[config.mk]
export PLATFORM = sky130hd
export DESIGN_NAME = racetrack_shift_ctrl
export DESIGN_NICKNAME = d
export VERILOG_FILES = /design/src/rtl/racetrack_shift_ctrl.sv
export SDC_FILE = /design/constraint.sdc
export NUM_CORES = 1
export LEC_CHECK = 0
export CORE_UTILIZATION = 50
export DETAILED_ROUTE_END_ITERATION = 16
export PLACE_DENSITY = 0.74
export SYNTH_ARGS = -nofsm -noshare
export SYNTH_HDL_FRONTEND = slang
export SYNTH_SLANG_ARGS = --single-unit
[constraint.sdc]
create_clock -name clk_i -period 3.3 [get_ports clk_i]
set_input_delay 0.33 -clock clk_i [delete_from_list [all_inputs] [get_ports clk_i]]
set_output_delay 0.33 -clock clk_i [all_outputs]
set_load 0.05 [all_outputs]
[src/rtl/racetrack_shift_ctrl.sv]
// Racetrack shift controller: sequences set shifts toward the access port and
// reset shifts back to home, one current pulse per domain step.
module racetrack_shift_ctrl #(
    parameter int CNT_WIDTH    = 10,
    parameter int N_DOMAINS    = 512,
    parameter int PULSE_CYCLES = 1
) (
    input  logic                 clk_i,
    input  logic                 rst_i,
    input  logic                 shift_en_s_i,
    input  logic                 shift_en_r_i,
    input  logic                 source_shift_sel_i,
    input  logic [CNT_WIDTH-1:0] n_shift_i,
    output logic                 shift_done_s_o,
    output logic                 shift_done_r_o,
    output logic                 shift_pulse_o,
    output logic                 shift_dir_o,
    output logic [CNT_WIDTH-1:0] track_pos_o,
    output logic                 protocol_err_o
);

    localparam int PH_W = (PULSE_CYCLES > 1) ? $clog2(PULSE_CYCLES) : 1;
    localparam logic [CNT_WIDTH-1:0] MAX_CNT = CNT_WIDTH'(N_DOMAINS);
    localparam logic [PH_W-1:0]      LAST_PH = PH_W'(PULSE_CYCLES - 1);

    typedef enum logic [2:0] {
        IDLE, SHIFT_SET, DONE_SET, SHIFT_RESET, DONE_RESET
    } state_t;

    state_t               state_q, state_d;
    logic [CNT_WIDTH-1:0] step_q, step_d;
    logic [PH_W-1:0]      phase_q, phase_d;
    logic [CNT_WIDTH-1:0] n_q, n_d;
    logic [CNT_WIDTH-1:0] pos_q, pos_d;
    logic                 pulse, err, dir;
    logic [CNT_WIDTH-1:0] set_cnt, rst_cnt;

    function automatic logic [CNT_WIDTH-1:0] clamp_cnt(input logic [CNT_WIDTH-1:0] n);
        return (n > MAX_CNT) ? MAX_CNT : n;
    endfunction

    always_ff @(posedge clk_i) begin
        if (rst_i) begin
            state_q <= IDLE;
            step_q  <= '0;
            phase_q <= '0;
            n_q     <= '0;
            pos_q   <= '0;
        end else begin
            state_q <= state_d;
            step_q  <= step_d;
            phase_q <= phase_d;
            n_q     <= n_d;
            pos_q   <= pos_d;
        end
    end

    always_comb begin
        state_d = state_q;
        step_d  = step_q;
        phase_d = phase_q;
        n_d     = n_q;
        pos_d   = pos_q;
        pulse   = 1'b0;
        err     = 1'b0;
        dir     = 1'b1;
        set_cnt = clamp_cnt(n_shift_i);
        rst_cnt = clamp_cnt(source_shift_sel_i ? n_q : n_shift_i);

        case (state_q)
            IDLE: begin
                if (shift_en_s_i) begin
                    err     = shift_en_r_i;
                    step_d  = set_cnt;
                    n_d     = set_cnt;
                    phase_d = '0;
                    state_d = (set_cnt != '0) ? SHIFT_SET : DONE_SET;
                end else if (shift_en_r_i) begin
                    step_d  = rst_cnt;
                    phase_d = '0;
                    state_d = (rst_cnt != '0) ? SHIFT_RESET : DONE_RESET;
                end
            end
            SHIFT_SET, SHIFT_RESET: begin
                dir   = (state_q == SHIFT_SET);
                err   = dir ? shift_en_r_i : shift_en_s_i;
                pulse = (phase_q == '0);
                if (pulse) begin
                    if (dir) begin
                        if (pos_q < MAX_CNT) pos_d = pos_q + CNT_WIDTH'(1);
                    end else if (pos_q == '0) begin
                        // Shifting right past home is a request error; the track stays put.
                        err = 1'b1;
                    end else begin
                        pos_d = pos_q - CNT_WIDTH'(1);
                    end
                end
                if (phase_q == LAST_PH) begin
                    phase_d = '0;
                    step_d  = step_q - CNT_WIDTH'(1);
                    if (step_q <= CNT_WIDTH'(1))
                        state_d = dir ? DONE_SET : DONE_RESET;
                end else begin
                    phase_d = phase_q + PH_W'(1);
                end
            end
            DONE_SET: begin
                err = shift_en_r_i;
                if (!shift_en_s_i) state_d = IDLE;
            end
            DONE_RESET: begin
                dir = 1'b0;
                err = shift_en_s_i;
                if (!shift_en_r_i) state_d = IDLE;
            end
            default: state_d = IDLE;
        endcase
    end

    // Pulse and error are suppressed in a reset cycle so no current flows mid-reset.
    assign shift_pulse_o  = pulse & ~rst_i;
    assign protocol_err_o = err & ~rst_i;
    assign shift_dir_o    = dir;
    assign shift_done_s_o = (state_q == DONE_SET);
    assign shift_done_r_o = (state_q == DONE_RESET);
    assign track_pos_o    = pos_q;

endmodule

* Word level (Yosys, flattened, before mapping)
Cells that the tools add are included.
** Word-level totals
- Input port bits :: 15
- Word-level logic and storage cells :: 71
- Register bits :: 34
** Cells by class
- Add/subtract/negate cells :: 4
- Multiplexer cells :: 32
- Reduce and logical (&&, ||, !) cells :: 11
- Eq/ne operators :: 11
- Bitwise logic cells :: 4
- Magnitude comparators :: 4
** Operators with widths (number)
- 10-bit 2-to-1 mux :: 9
- 3-bit 2-to-1 mux :: 8
- 10-bit greater-than comparator (second input constant) :: 2
- 10-bit case mux with 2 select lines :: 1
- 10-bit nonzero test :: 2
- 10-bit by 1-bit subtractor with 10-bit output (second input constant) :: 2
- 3-bit case mux with 4 select lines :: 1
- 10-bit by 1-bit adder with 10-bit output (second input constant) :: 1
- 10-bit by 1-bit <= comparator with 1-bit output (second input constant) :: 1
- 10-bit logical NOT :: 1
- 10-bit less-than comparator (second input constant) :: 1
- 2-bit != test (second input constant) :: 5
- 1-bit 2-to-1 mux :: 9
- 3-bit by 2-bit equality test with 1-bit output (second input constant) :: 2
- 5-bit AND reduction :: 1
- 1-bit case mux with 2 select lines :: 2
- 1-bit case mux with 4 select lines :: 1
- 2-bit AND reduction :: 2
- 4-bit AND reduction :: 1
- 3-bit by 1-bit equality test with 1-bit output (second input constant) :: 1
- 3-bit equality test (second input constant) :: 1
- 3-bit logical NOT :: 1
- 3-bit != test (second input constant) :: 1
- 3-bit AND reduction :: 1
- other kinds (7) :: 9

* Longest topological paths before layout
Gate-level depths: netlist (run 1).
- Word-level depth :: 8
- Gate-level depth with buffers :: 12
- Mapped depth without buffers :: 10

* Worst setup path after synthesis (run 1)
Ideal clock, no wire load.
- Path type :: register to output
- Start :: register state_q[2]
- End :: output port protocol_err_o
- Path buffers :: 1
- Arrival time :: 2.976 ns
- Stages on the path, launching flop included :: 6
- Required time :: 2.970 ns
- Slack :: -0.006 ns
- Path through :: dfxtp_1 buf_2 inv_1 nor3_1 nor2_1 nor3_1
** On the way
- Elaborated cells on any way between the ends :: 12
- Classes of those cells :: 4 x eq/ne; 5 x mux; 1 x bitwise; 2 x reduce/logical
** RTL lines
- start: declaration :: line 30 : state_t state_q, state_d;
- start signal: assignment :: line 50 : state_q <= state_d;
- 3-bit equality test
- named net shift_done_r_o :: line 15 : output logic shift_done_r_o,
- 1-bit case mux with 4 select lines :: line 70 : case (state_q)
- 1-bit bitwise AND :: line 122 : assign protocol_err_o = err & ~rst_i;
- end: declaration :: line 19 : output logic protocol_err_o
The timed path passes the listed nets, and every way through them passes these cells.

* Worst setup path after layout (run 1)
- Start :: register state_q[0]
- End :: register pos_q[9], in the netlist track_pos_o[9]
** On the way
- Longest elaborated chain between the ends :: 3
- Elaborated cells on any way between the ends :: 7
- Classes of those cells :: 4 x eq/ne; 1 x mux; 2 x reduce/logical
** RTL lines
- 3-bit by 1-bit equality test with 1-bit output or 3-bit by 2-bit equality test with 1-bit output (tied branches) :: line 70, 85
- 2-bit by 1-bit != test with 1-bit output (no line), or another cell as far along
- 4-bit AND reduction (no line)
- end signal: assignment :: line 54 : pos_q <= pos_d;
- end: declaration :: line 34 : logic [CNT_WIDTH-1:0] pos_q, pos_d;
Parallel ways exist; a longest one is shown, timed or not.
A chain may end at the register's enable or synchronous reset.

==> impl_results.md, run 1 <==
* Final Cycle Share at 86.28%
* Gates resized, CTS repair at 0
* Syn Area/Cell at 7.574 um^2
* DRC viols at 0
* CP peak stage delay at 520 ps
* Synth Flop Type: dfxtp_1
* P_leak at 1.034 nW
* Cell breakdown of the critical path: nand2b_1, nor2_1, inv_1, ha_1, a211oi_1, o211ai_1, a41oi_1, xnor2_1, or3_1, a21oi_1
* Worst Hold Launch: n_q[4]
* Crit path launch: state_q[0]
* Cells after Synth at 299
* Vias in the first global route at 2045
* Post-CTS Setup Bufs at 0
* Final setup fails at 0
* Synth async-reset ratio at 0%
* CTS tree: done
* Synthesis-stage register bit count at 33
* DR vias/cell at 5.995
* First-pass GRT wire length at 9.508 mm
* CTS Buf Count at 5
* Post-route setup TNS at 0 ps
* Final worst slack at 452.8 ps
* Crit start category: register
* Status: finished clean
* Required time of the critical path at 3520 ps
* Clock root cell: clkbuf_8
* Synthesized area at 2265 um^2
* I/O pins at 30
* Sequential fraction of the synthesis area at 29.17%
* Post-synth EDFFs at 0
* Final total power at 2.648 mW
* Syn_nets at 325
* Die Wd at 69.30 um
* Total Routing Usage GR at 24.36%
* RSZ-0062 raised after global routing: no
* Hold slack at 473.2 ps
* Drt wl/cell at 14.97 um
* Fillcell total at 398
* Synthesis-to-layout area growth at 18.45%
* Max-cap violations at 0
* Power density over cell area at 987.0 nW/um^2
* Initial Util at 52.01%
* Port bufs at 29
* Worst relative slew slack at 62.24%
* Commonest non-fill, non-tap cells in the layout: nor2_1, dfxtp_1, a21oi_1
* Worst vdd ir at 0.6438 mV
* Skew-Pair Late Insertion Delay at 290 ps
* Drt first-iter violations at 103
* # hold bufs at CTS at 0
* Core Area at 4354 um^2
* Nets at 348
* Achievable Freq at 0.3512 GHz
* Period minus WS final at 2847 ps
* YS warnings at 0
* RD Place Congestion at 0.8653
* Pre-CTS WS at 475.8 ps
* Global-route congestion overflow total at 0
* Worst Setup End Kind: register
* Initial antenna violation count at 0
* DRT Pass-1 Iters at 4
* Fin. max-slew vios at 0
* Hold Crit Class: reg -> reg
* Clk pin slew, worst setup/hold paths at 70 ps
* WL final at 5.613 mm
* Worst Setup Path Type: reg -> reg
* Share of layout cells above drive strength 1 at 7.121%
* Antenna-violating nets left at 0
* FP Rows at 24
* Chip height at 69.30 um
* Vias at 2248
* Top delay family on crit path: compound AO/OA/AOI/OAI gates
* R2r startpoint: state_q[0]
* Final hold violation count at 0
* Largest net degree at the start of global routing at 36
* H-tree levels at 2
* Diode count at 0
* Most common cell after layout, fill and taps aside: nor2_1
* Number of buffers and inverters on the critical path at 1
* Post-route clock skew at 8.108 ps
* CP arrival at 3070 ps
* Distinct cells, synth at 53
* Clock buffer depth at 2
* Clk sinks at 33
* DP Wirelength at 4.110 mm
* Die area at 4802 um^2
* Actual slew at the worst max-slew pin at 562.6 ps
* CP max stage cell: dfxtp_1
* CP max FO at 10
power breakdown:
group	switching [mW]	internal [mW]
Sequential	0.131	0.510
Clock	0.161	0.169
Combinational	1.01	0.670
Total	1.30	1.35
cell usage after synthesis (3+ instances only):
| cell type | count | area [um^2] |
|---|---|---|
| nand2_1 | 21 | 78.83 |
| ha_1 | 10 | 125.1 |
| nand3_1 | 7 | 35.03 |
| nor3_1 | 16 | 80.08 |
| a31oi_1 | 5 | 31.28 |
| a311oi_1 | 3 | 26.28 |
| nand4_1 | 3 | 18.77 |
| a21o_1 | 3 | 22.52 |
| mux2_2 | 3 | 33.78 |
| a221oi_1 | 3 | 26.28 |
| xor2_1 | 3 | 26.28 |
| nor4_1 | 3 | 18.77 |
| a211oi_1 | 10 | 75.07 |
| mux2i_1 | 5 | 50.05 |
| and2_1 | 3 | 18.77 |
| clkbuf_1 | 13 | 48.80 |
| or3_1 | 3 | 18.77 |
| nor2_1 | 45 | 168.9 |
| o21ai_0 | 14 | 70.07 |
| buf_2 | 4 | 20.02 |
| nand2b_1 | 3 | 18.77 |
| and3_1 | 7 | 43.79 |
| nor2b_1 | 3 | 18.77 |
| a21oi_1 | 30 | 150.1 |
| dfxtp_1 | 33 | 660.6 |
| inv_1 | 10 | 37.54 |
| xnor2_1 | 4 | 35.03 |
state kept, by name, indices dropped and copies added (netlist names):
| signal | cells |
|---|---|
| step_q | 10 |
| n_q | 10 |
| state_q | 3 |
| track_pos_o | 10 |
area by class of cell:
| type | count | area [um^2] | share of cell area, % |
|---|---|---|---|
| clock buffers | 6 | 82.58 | 3.078 |
| clock inverters | 2 | 13.76 | 0.5131 |
| inverters | 10 | 37.54 | 1.399 |
| multi-input cells | 239 | 1503 | 56.02 |
| flip-flops and latches | 33 | 660.6 | 24.63 |
| well taps | 52 | 65.06 | 2.425 |
| repair buffers | 33 | 320.3 | 11.94 |
metrics by stage:
step / std cells / utilization (%) / instance area [um^2]
global route: 375 / 61.61 / 2683
CTS: 375 / 61.61 / 2683
detailed placement: 367 / 59.40 / 2586
floorplan: 299 / - / 2270
global placement: 367 / 59.40 / 2586
finish: 375 / 61.61 / 2683
worst paths after layout:
check | to | slack [ps] | cells after the start
worst min-delay path | n_q[4] | 470 | 2
worst min register to register | n_q[4] | 470 | 2
worst max register to register | track_pos_o[9] | 450 | 10
worst max-delay path | track_pos_o[9] | 450 | 10
kinds of logic (layout without fill, tap and decap cells):
kind of cell,count (synthesis),in the layout,synth area share [%]
simple gates,119,119,24.97
compound gates,94,94,28.34
flops,33,33,29.17
buf+inv,27,51,4.696
fa+ha+maj,11,11,6.409
mux,8,8,3.702
xor+xnor,7,7,2.707
metal layers:
layer  share of wire (%)  track usage (%)
met1                  44            30.74
met2                  48            39.91
met3                 6.6            6.395
met4                 2.1            8.844
met5                   0                0
worst register-to-register path: stages, from the launching register on:
cell      delay (ps)
dfxtp_1          520
nand2b_1         130
nor2_1           210
inv_1            220
ha_1             350
a211oi_1         370
o211ai_1         170
a41oi_1          260
xnor2_1          100
or3_1            310
a21oi_1          150
No activity file was read; power rests on OpenSTA's default activity.
==> run 2: changes to the inputs <==
--- a/config.mk
+++ b/config.mk
@@ -7,6 +7,7 @@
 export LEC_CHECK = 0
 export CORE_UTILIZATION = 50
 export DETAILED_ROUTE_END_ITERATION = 16
+export HOLD_SLACK_MARGIN = 0.15
 export PLACE_DENSITY = 0.74
 export SYNTH_ARGS = -nofsm -noshare
 export SYNTH_HDL_FRONTEND = slang
==> results of run 2 <==
No change in the layout: final DEF, timing and power equal those of run 1.
==> run 3: changes to the inputs <==
--- a/config.mk
+++ b/config.mk
@@ -5,10 +5,11 @@
 export SDC_FILE = /design/constraint.sdc
 export NUM_CORES = 1
 export LEC_CHECK = 0
-export CORE_UTILIZATION = 50
+export CORE_MARGIN = 4
+export CORE_UTILIZATION = 45
 export DETAILED_ROUTE_END_ITERATION = 16
 export HOLD_SLACK_MARGIN = 0.15
-export PLACE_DENSITY = 0.74
+export PLACE_DENSITY = 0.7
 export SYNTH_ARGS = -nofsm -noshare
 export SYNTH_HDL_FRONTEND = slang
 export SYNTH_SLANG_ARGS = --single-unit
==> constraint.sdc (replaced) <==
create_clock -name clk_i -period 2.33 [get_ports clk_i]
set_input_delay 0.233 -clock clk_i [delete_from_list [all_inputs] [get_ports clk_i]]
set_output_delay 0.233 -clock clk_i [all_outputs]
set_load 0.05 [all_outputs]
==> impl_results.md, run 3 (same netlist as run 1, synthesis figures left out) <==
* Fin. max-slew vios at 0
* Worst relative slew slack at 61.85%
* Power density over cell area at 1418 nW/um^2
* R2R cell count at 10
* R2r startpoint: state_q[2]
* CP max FO at 9
* CTS Buf Count at 5
* Global-route congestion overflow total at 0
* P_leak at 1.139 nW
* Largest net degree at the start of global routing at 18
* DP Wirelength at 4.578 mm
* Reg2reg setup slack at 60 ps
* DRT Pass-1 Iters at 4
* RSZ-0062 raised after global routing: yes
* Period minus WS final at 2270 ps
* Core Area at 4786 um^2
* H-tree levels at 2
* Die Wd at 78.94 um
* Pre-CTS WS at 8.189 ps
* Clock buffer depth at 2
* Final Util at 61.28%
* DP Area at 2754 um^2
* Clock root cell: clkbuf_8
* Final total power at 4.160 mW
* Chip height at 78.94 um
* Design Area, Final at 2933 um^2
* Worst Setup Path Type: reg -> reg
* Reg-to-Reg End: track_pos_o[9]
* Final Cycle Share at 97.44%
* Initial antenna violation count at 0
* Max-cap violations at 0
* Final setup fails at 0
* CTS tree: done
* Actual slew at the worst max-slew pin at 571.0 ps
* Diode count at 0
* Clk sinks at 33
* Vias at 2314
* Total Routing Usage GR at 20.35%
* Post-route clock skew at 5.121 ps
* Drt first-iter violations at 113
* First-pass GRT wire length at 10.24 mm
* Worst vdd ir at 0.9942 mV
* Share of layout cells above drive strength 1 at 15.48%
* Final hold violation count at 0
* Hold Crit Class: reg -> reg
* Die area at 6232 um^2
* DRC viols at 0
* FP Rows at 25
* Commonest non-fill, non-tap cells in the layout: nor2_1, dfxtp_1, a21oi_1
* Status: finished clean
* Clk pin slew, worst setup/hold paths at 70 ps
* Nets at 361
* Crit path capture: track_pos_o[9]
* Worst Setup End Kind: register
* Crit start category: register
* Required time of the critical path at 2560 ps
* Synthesis-to-layout area growth at 29.50%
* RD Place Congestion at 0.9046
* CP arrival at 2500 ps
* Most common cell after layout, fill and taps aside: nor2_1
* Final worst slack at 59.58 ps
* Drt wl/cell at 15.31 um
* Initial Util at 47.32%
* Port bufs at 29
* Crit path launch: state_q[2]
* WL final at 6.170 mm
* I/O pins at 30
* Achievable Freq at 0.4404 GHz
* DR vias/cell at 5.742
* Vias in the first global route at 2149
* Skew-Pair Late Insertion Delay at 290 ps
* Antenna-violating nets left at 0
==> run 3: cell types whose count changed in the layout (fill, tap and decap cells not counted), moves of 2 or more <==
cell	previous run	this run
a21oi_2	0	3
ha_1	10	6
buf_4	4	17
o21ai_1	2	4
a21oi_1	30	27
clkdlybuf4s50_1	29	26
o21ai_0	14	12
buf_12	0	2
ha_4	0	4
==> run 3: power by group <==
part           switching [mW]  internal [mW]  leakage [nW]  total, mW
logic                    1.58           1.19         0.815       2.77
registers               0.181          0.722         0.270      0.903
clock network           0.223          0.267        0.0542      0.490
total                    1.98           2.18          1.14       4.16
==> run 3: stage by stage <==
stage / instances / TNS, ps / hold slack [ps]
floorplan: 299 / -39.25 / 369.0
global placement: 394 / 0 / 462.1
detailed placement: 394 / 0 / 472.9
CTS: 402 / 0 / 483.0
global route: 403 / -78.80 / 490.6
finish: 403 / 0 / 480.1
==> run 3: worst min-delay path by stage <==
stage | start | end | slack (ps) | depth (start not counted)
floorplan | n_shift_i[9] | n_q[9] | 370 | 2
global placement | n_q[4] | n_q[4] | 460 | 2
detailed placement | n_q[4] | n_q[4] | 470 | 2
CTS | n_q[4] | n_q[4] | 480 | 2
global route | step_q[4] | step_q[4] | 490 | 2
finish | step_q[4] | step_q[4] | 480 | 2
==> run 3: area by class of cell <==
cell class	instances	area [um^2]
fill	448	1853
multi-input combinational	239	1607
sequential	33	660.6
timing repair buffer	46	440.4
clock buffer	7	96.34
tap	67	83.83
inverter	10	40.04
clock inverter	1	5.005
==> run 3: worst max-delay path: stages (launching register included) <==
cell      delay [ps]
dfxtp_1          320
nand2b_4         150
nor2_4           140
inv_4            110
ha_4             240
a211oi_4         270
o211ai_1         150
a41oi_1          250
xnor2_1          100
or3_1            330
a21oi_2          130
==> run 3: layer usage <==
layer | up-vias | share of wire [%] | wire, um | track usage [%]
li1 | 1174 | - | - | -
met1 | 1082 | 44 | 2726 | 25.75
met2 | 50 | 50 | 3071 | 34.47
met3 | 8 | 4.7 | 290 | 4.649
met4 | 0 | 1.3 | 82 | 6.186
met5 | - | 0 | 0 | 0
==> run 3: what timing repair did <==
item,CTS,global route
resized for setup,0,9
buffers inserted,0,1
hold buffers,0,0
endpoints found under the hold margin,0,0
setup endpoints to repair,0,3
